## src/rtl/eth_pkg.sv

```systemverilog
// rtl/eth_pkg.sv - shared state type and stream constants for the MAC transmit arbiter
package eth_pkg;

  typedef enum logic [1:0] {
    IDLE  = 2'd0,
    SEND  = 2'd1,
    ABORT = 2'd2,
    DRAIN = 2'd3
  } arb_state_t;

  localparam logic [7:0] ABORT_TKEEP = 8'h01;
  localparam int         AXIS_DW     = 64;

endpackage

```

## src/rtl/eth_tx_arb.sv

```systemverilog
// rtl/eth_tx_arb.sv - two-port packet-granular round-robin arbiter onto the 10G MAC tx stream
// A frame whose source stalls too long is closed with a tuser-marked beat and the remainder discarded.
module eth_tx_arb
  import eth_pkg::*;
#(
  parameter int IDLE_TIMEOUT = 256,
  parameter int CNT_W        = 32
) (
  input  logic                 clk156,
  input  logic                 sys_rst,
  input  logic                 s0_axis_tvalid,
  output logic                 s0_axis_tready,
  input  logic [AXIS_DW-1:0]   s0_axis_tdata,
  input  logic [AXIS_DW/8-1:0] s0_axis_tkeep,
  input  logic                 s0_axis_tlast,
  input  logic                 s0_axis_tuser,
  input  logic                 s1_axis_tvalid,
  output logic                 s1_axis_tready,
  input  logic [AXIS_DW-1:0]   s1_axis_tdata,
  input  logic [AXIS_DW/8-1:0] s1_axis_tkeep,
  input  logic                 s1_axis_tlast,
  input  logic                 s1_axis_tuser,
  output logic                 m_axis_tvalid,
  input  logic                 m_axis_tready,
  output logic [AXIS_DW-1:0]   m_axis_tdata,
  output logic [AXIS_DW/8-1:0] m_axis_tkeep,
  output logic                 m_axis_tlast,
  output logic                 m_axis_tuser,
  output logic                 grant,
  output logic                 busy,
  output logic [CNT_W-1:0]     frames0,
  output logic [CNT_W-1:0]     frames1,
  output logic [CNT_W-1:0]     aborts
);

  localparam int            IW        = $clog2(IDLE_TIMEOUT + 1);
  localparam logic [IW-1:0] IDLE_LAST = IW'(IDLE_TIMEOUT - 1);

  arb_state_t           state, state_nxt;
  logic                 last_grant;
  logic                 pick;
  logic [IW-1:0]        idle_cnt;
  logic                 sel_tvalid, sel_tlast, sel_tuser;
  logic [AXIS_DW-1:0]   sel_tdata;
  logic [AXIS_DW/8-1:0] sel_tkeep;
  logic                 frame_done, abort_done, drain_done;

  assign sel_tvalid = grant ? s1_axis_tvalid : s0_axis_tvalid;
  assign sel_tdata  = grant ? s1_axis_tdata  : s0_axis_tdata;
  assign sel_tkeep  = grant ? s1_axis_tkeep  : s0_axis_tkeep;
  assign sel_tlast  = grant ? s1_axis_tlast  : s0_axis_tlast;
  assign sel_tuser  = grant ? s1_axis_tuser  : s0_axis_tuser;

  // Contention alternates away from the last winner; a lone requester wins outright.
  assign pick = (s0_axis_tvalid && s1_axis_tvalid) ? ~last_grant : s1_axis_tvalid;
  assign busy = (state != IDLE);

  always_ff @(posedge clk156 or posedge sys_rst) begin
    if (sys_rst) state <= IDLE;
    else         state <= state_nxt;
  end

  always_comb begin
    state_nxt      = state;
    m_axis_tvalid  = 1'b0;
    m_axis_tdata   = '0;
    m_axis_tkeep   = '0;
    m_axis_tlast   = 1'b0;
    m_axis_tuser   = 1'b0;
    s0_axis_tready = 1'b0;
    s1_axis_tready = 1'b0;
    frame_done     = 1'b0;
    abort_done     = 1'b0;
    drain_done     = 1'b0;
    case (state)
      IDLE: begin
        if (s0_axis_tvalid || s1_axis_tvalid) state_nxt = SEND;
      end
      SEND: begin
        m_axis_tvalid  = sel_tvalid;
        m_axis_tdata   = sel_tdata;
        m_axis_tkeep   = sel_tkeep;
        m_axis_tlast   = sel_tlast;
        m_axis_tuser   = sel_tuser;
        s0_axis_tready = !grant && m_axis_tready;
        s1_axis_tready = grant && m_axis_tready;
        if (sel_tvalid && m_axis_tready && sel_tlast) begin
          frame_done = 1'b1;
          state_nxt  = IDLE;
        end else if (!sel_tvalid && idle_cnt == IDLE_LAST) begin
          state_nxt = ABORT;
        end
      end
      ABORT: begin
        m_axis_tvalid = 1'b1;
        m_axis_tlast  = 1'b1;
        m_axis_tuser  = 1'b1;
        m_axis_tkeep  = ABORT_TKEEP;
        if (m_axis_tready) begin
          abort_done = 1'b1;
          state_nxt  = DRAIN;
        end
      end
      DRAIN: begin
        s0_axis_tready = !grant;
        s1_axis_tready = grant;
        if (sel_tvalid && sel_tlast) begin
          drain_done = 1'b1;
          state_nxt  = IDLE;
        end
      end
      default: state_nxt = IDLE;
    endcase
  end

  // Idle count only runs while a granted frame is open; backpressure never advances it.
  always_ff @(posedge clk156 or posedge sys_rst) begin
    if (sys_rst) begin
      grant      <= 1'b0;
      last_grant <= 1'b1;
      idle_cnt   <= '0;
      frames0    <= '0;
      frames1    <= '0;
      aborts     <= '0;
    end else begin
      if (state == IDLE && (s0_axis_tvalid || s1_axis_tvalid)) grant <= pick;
      if (state != SEND || sel_tvalid) idle_cnt <= '0;
      else                             idle_cnt <= idle_cnt + IW'(1);
      if (frame_done || drain_done) last_grant <= grant;
      if (frame_done && !grant) frames0 <= frames0 + CNT_W'(1);
      if (frame_done && grant)  frames1 <= frames1 + CNT_W'(1);
      if (abort_done)           aborts  <= aborts + CNT_W'(1);
    end
  end

endmodule

```

## config.mk

```make
export PLATFORM = sky130hd
export DESIGN_NAME = eth_tx_arb
export DESIGN_NICKNAME = d
export VERILOG_FILES = /design/src/rtl/eth_pkg.sv /design/src/rtl/eth_tx_arb.sv
export SDC_FILE = /design/constraint.sdc
export NUM_CORES = 1
export LEC_CHECK = 0
export ABC_AREA = 1
export CAP_MARGIN = 20
export CORE_ASPECT_RATIO = 1.4
export CORE_MARGIN = 2
export CORE_UTILIZATION = 35
export DETAILED_ROUTE_END_ITERATION = 8
export GPL_TIMING_DRIVEN = 0
export PLACE_DENSITY = 0.74
export SETUP_SLACK_MARGIN = 0.05
export SLEW_MARGIN = 0
export SYNTH_ARGS = -nofsm -noshare
export SYNTH_HDL_FRONTEND = slang
export SYNTH_SLANG_ARGS = --single-unit
```

## constraint.sdc

```tcl
create_clock -name clk156 -period 3.8 [get_ports clk156]
set_clock_uncertainty 0.2 [all_clocks]
set_input_delay 0.38 -clock clk156 [delete_from_list [all_inputs] [get_ports clk156]]
set_output_delay 0.38 -clock clk156 [all_outputs]
set_load 0.02 [all_outputs]
```

# Word-level counts from Yosys, hierarchy flattened
# Cells that the tools add are included.
# totals
register_bits,109
input_bits,153
out_inout_bits,175
elab_cells,65
# classes
add_sub_neg,4
n_eq_ne,9
n_mux,26
bitwise_logic,1
reduce_logical,18
# ops
op,count
$mux 64,2
$add 32x1->32 const B,3
$pmux 8 s2,1
$logic_and 1x1->1,10
$mux 1,10
$mux 2,5
$pmux 1 s2,5
$add 9x1->9 const B,1
$eq 9x8->1 const B,1
$mux 9,1
$mux 8,1
$pmux 2 s4,1
$ne 2x2->1 const B,3
$eq 2x2->1 const B,2
$reduce_and 4->1,1
$logic_or 1x1->1,3
$ne 3x3->1 const B,1
$eq 2x1->1 const B,1
$logic_not 1->1,2
$logic_not 2->1,1
$ne 2x1->1 const B,1
$reduce_bool 2->1,1
$not 1->1,1

# Logic depth before layout (Yosys ltp)
# logic_depth
ltp_word,6
mapped_depth,14
depth_no_buf,14

# Worst setup path after synthesis
# OpenSTA, ideal clock, no wires.
# synth_path
kind,register -> output
startpoint,reg with a tool-made name
endpoint,out m_axis_tkeep[0]
arrival_ns,1.794
required_time_ns,3.220
slack_ns,1.426
path_stages_with_launch,7
n_path_buf,2
path_cell_list,dfrtp_1 -> inv_1 -> ha_1 -> clkbuf_2 -> clkbuf_1 -> nand2_1 -> o31ai_1
# synth_lines
item,line_no,rtl
to (decl),eth_tx_arb.sv:26,"output logic [AXIS_DW/8-1:0] m_axis_tkeep,"

# Worst setup path after layout
# layout_path
startpoint,reg grant
endpoint,out m_axis_tdata[33]
# layout_between
elab_chain_cells,2
# layout_lines
item,line_no,rtl
from (decl),eth_tx_arb.sv:29,"output logic grant,"
from (signal assigned),eth_tx_arb.sv:126,if (state == IDLE && (s0_axis_tvalid || s1_axis_tvalid)) grant <= pick;
$mux 64,eth_tx_arb.sv:49,assign sel_tdata = grant ? s1_axis_tdata : s0_axis_tdata;
$mux 64,eth_tx_arb.sv:75,case (state)
to (decl),eth_tx_arb.sv:25,"output logic [AXIS_DW-1:0] m_axis_tdata,"
# No other way between the ends.

==> impl_metrics.ini <==
[status]
status = finished clean

[place]
dp_slack_ns = 0.507
post_dp_cell_area_mm2 = 0.0110
gp_congestion = 0.971
dpl.hpwl_mm = 25.0
dpl.cell_count = 1713
io_buffers = 327

[detailed_routing]
ant_nets = 0
wl_per_cell_um = 17.3
wl_mm = 30.0
drcViolationCount = 0
dr.pass1.iters = 6
drt_iter0_drc = 499
vias_per_cell = 4.93
route.vias.total = 8561

[critical_path]
path_max_fanout = 10
r2r_start = frames0[1]
endpoint_kind = output port
crit_type = register to output port
crit_start = grant
cp.required_ns = 3.22
rrSetupSlack_ns = 1.29
cp-start-kind = register
crit_arrival_ns = 2.96

[floorplan]
ios = 328
die_y_um = 175
fp.dieW_um = 126
rows = 62
core_mm2 = 0.0206
start_util_pct = 35.7
dieArea_mm2 = 0.0222

[logic_synthesis]
syn_nets = 1292
synth.distinct_cells = 34
netlist_area_mm2 = 0.00735
syn_avg_cell_area_um2 = 6.51
yosys.area_share.simple_pct = 41.6
synthArstFlopShare_pct = 100
yosys-top-cells-count = nand2_1 (348), nor2_1 (276), dfrtp_1 (108)
synth_most_common_cell = nand2_1
yosysTopAreaCell = dfrtp_1
synth_seq_cells = 109
synth-adder-area-share_pct = 1.70
yosys_warnings = 0
synth_ff_type = dfrtp_1
synth_xor_area_share_pct = 6.68
synth-compound-area-share_pct = 6.69
synth_top_family_by_area = simple AND/OR/NAND/NOR gates
synth-edff-count = 0
muxShareOfSynthArea_pct = 0
yosys.area.top_type_share_pct = 36.8
synth_area_leaders = dfrtp_1 (37%), nand2_1 (18%), nor2_1 (14%)
synth_cells = 1129
ys_seq_area_share_pct = 37.1

[global_route]
grt_pass1_wl_mm = 45.8
first_global_vias = 8208
grt.overflow.total = 0
track_usage_pct = 26.7
grt_start_max_net_pins = 60
antenna_found_initial = 10

[layout]
stdcell_count = 1738
utilization_pct = 54.8
finalNetCount = 1630
drive_above_1_share_pct = 3.53
area.growth.synth_to_final_pct = 53.4
final_area_mm2 = 0.0113

[clock_tree]
clock-sinks = 109
clk_path_buf_depth = 2
clock_latency_ns = 0.35
cts_root_buffer = clkbuf_16
cts_tree = done
post_cts_resized = 0
h-tree-depth = 3
postCtsHoldBufs = 0
cts_buffers = 9
clkTransAtPathRegs_ns = 0.07

[power]
peakVddDrop_v = 0.000483
power_density_mw_per_mm2 = 490
power.leakage_nw = 4.83
power_mw = 5.53

[sta]
slew_headroom_pct = 47.7
hold_viol = 0
period_share_pct = 93.2
fin_crit_ns = 3.54
finalSetupViolations = 0
grt_setup_unrepaired = no
drv_slew = 0
worst_slew_pin_slew_ns = 0.784
fmax_ghz = 0.282
setup_slack_ns = 0.259
hold-worst-slack_ns = 0.280
final.setup.tns_ns = 0

[flow_run]
cap_violations = 0

[min_path]
worstHoldPathType = register to register
hp-start = idle_cnt[0]
[state kept, by name (all words and copies together), names as in the netlist, named ones only]
signal	cells
aborts	32
frames0	32
frames1	32
idle_cnt	9
grant	1
last_grant	1
state	1
[kinds of logic after synthesis]
| logic type | Yosys count |
|---|---|
| buffers and inverters | 114 |
| adders and majority gates | 10 |
| xor gates and xnor gates | 56 |
| and+or+nand+nor | 743 |
| AOI/OAI and AO/OA | 97 |
| DFF | 109 |
[worst max-delay path: stages, from the launching register on]
cell and delay (ns):
dfrtp_1 0.51, inv_2 0.21, clkbuf_1 0.41, buf_1 0.38, nor2_1 0.11, nor2_1 0.32, clkdlybuf4s50_1 0.68
[worst paths after layout]
kind	end	cells past startpoint
max in group asynchronous	last_grant	3
worst min-delay path	idle_cnt[0]	1
worst min register to register	idle_cnt[0]	1
worst max register to register	frames0[20]	8
min in group asynchronous	frames0[15]	2
worst max-delay path	m_axis_tdata[33]	6
[power by group]
part / internal (mW) / leakage (nW) / switching (mW)
Sequential: 1.28 / 1.44 / 0.157
Combinational: 1.30 / 3.25 / 1.88
Clock: 0.452 / 0.137 / 0.450
Total: 3.04 / 4.83 / 2.49
[layout by cell type, fill, tap and decap left out, types with 16 or more instances in the layout]
| cell | netlist | final |
|---|---|---|
| nand3b_1 | 16 | 16 |
| nand3_1 | 46 | 46 |
| xor2_1 | 28 | 28 |
| nand2_1 | 348 | 348 |
| clkdlybuf4s50_1 | 0 | 327 |
| nor3_1 | 20 | 20 |
| dfrtp_1 | 108 | 108 |
| o21ai_0 | 85 | 85 |
| clkbuf_1 | 19 | 19 |
| nor2_1 | 276 | 276 |
| xnor2_1 | 28 | 28 |
| inv_1 | 79 | 78 |
[area by class of cell]
class                   instances  area (µm²)
fillers                      1972        9290
multi-input cells             906        4160
repair buffers                328        3300
flip-flops and latches        109        2730
well taps                     256         320
inverters                      81         307
clock buffers                  10         229
plain buffers                  32         148
clock inverters                 6        48.8
diodes                         10        25.0
[metal layers]
layer | global-route usage, % | up-vias | share of wire, %
li1 | - | 4233 | -
met1 | 30.7 | 3921 | 38
met2 | 47.6 | 352 | 51
met3 | 6.85 | 47 | 8.3
met4 | 9.52 | 8 | 2.8
met5 | 0 | - | 0.14
[timing repair]
action,CTS,global route
endpoints found under the setup margin,0,2
endpoints found under the hold margin,0,0
setup buffers,0,0
Note: power is estimated with default switching activity, not from simulation.
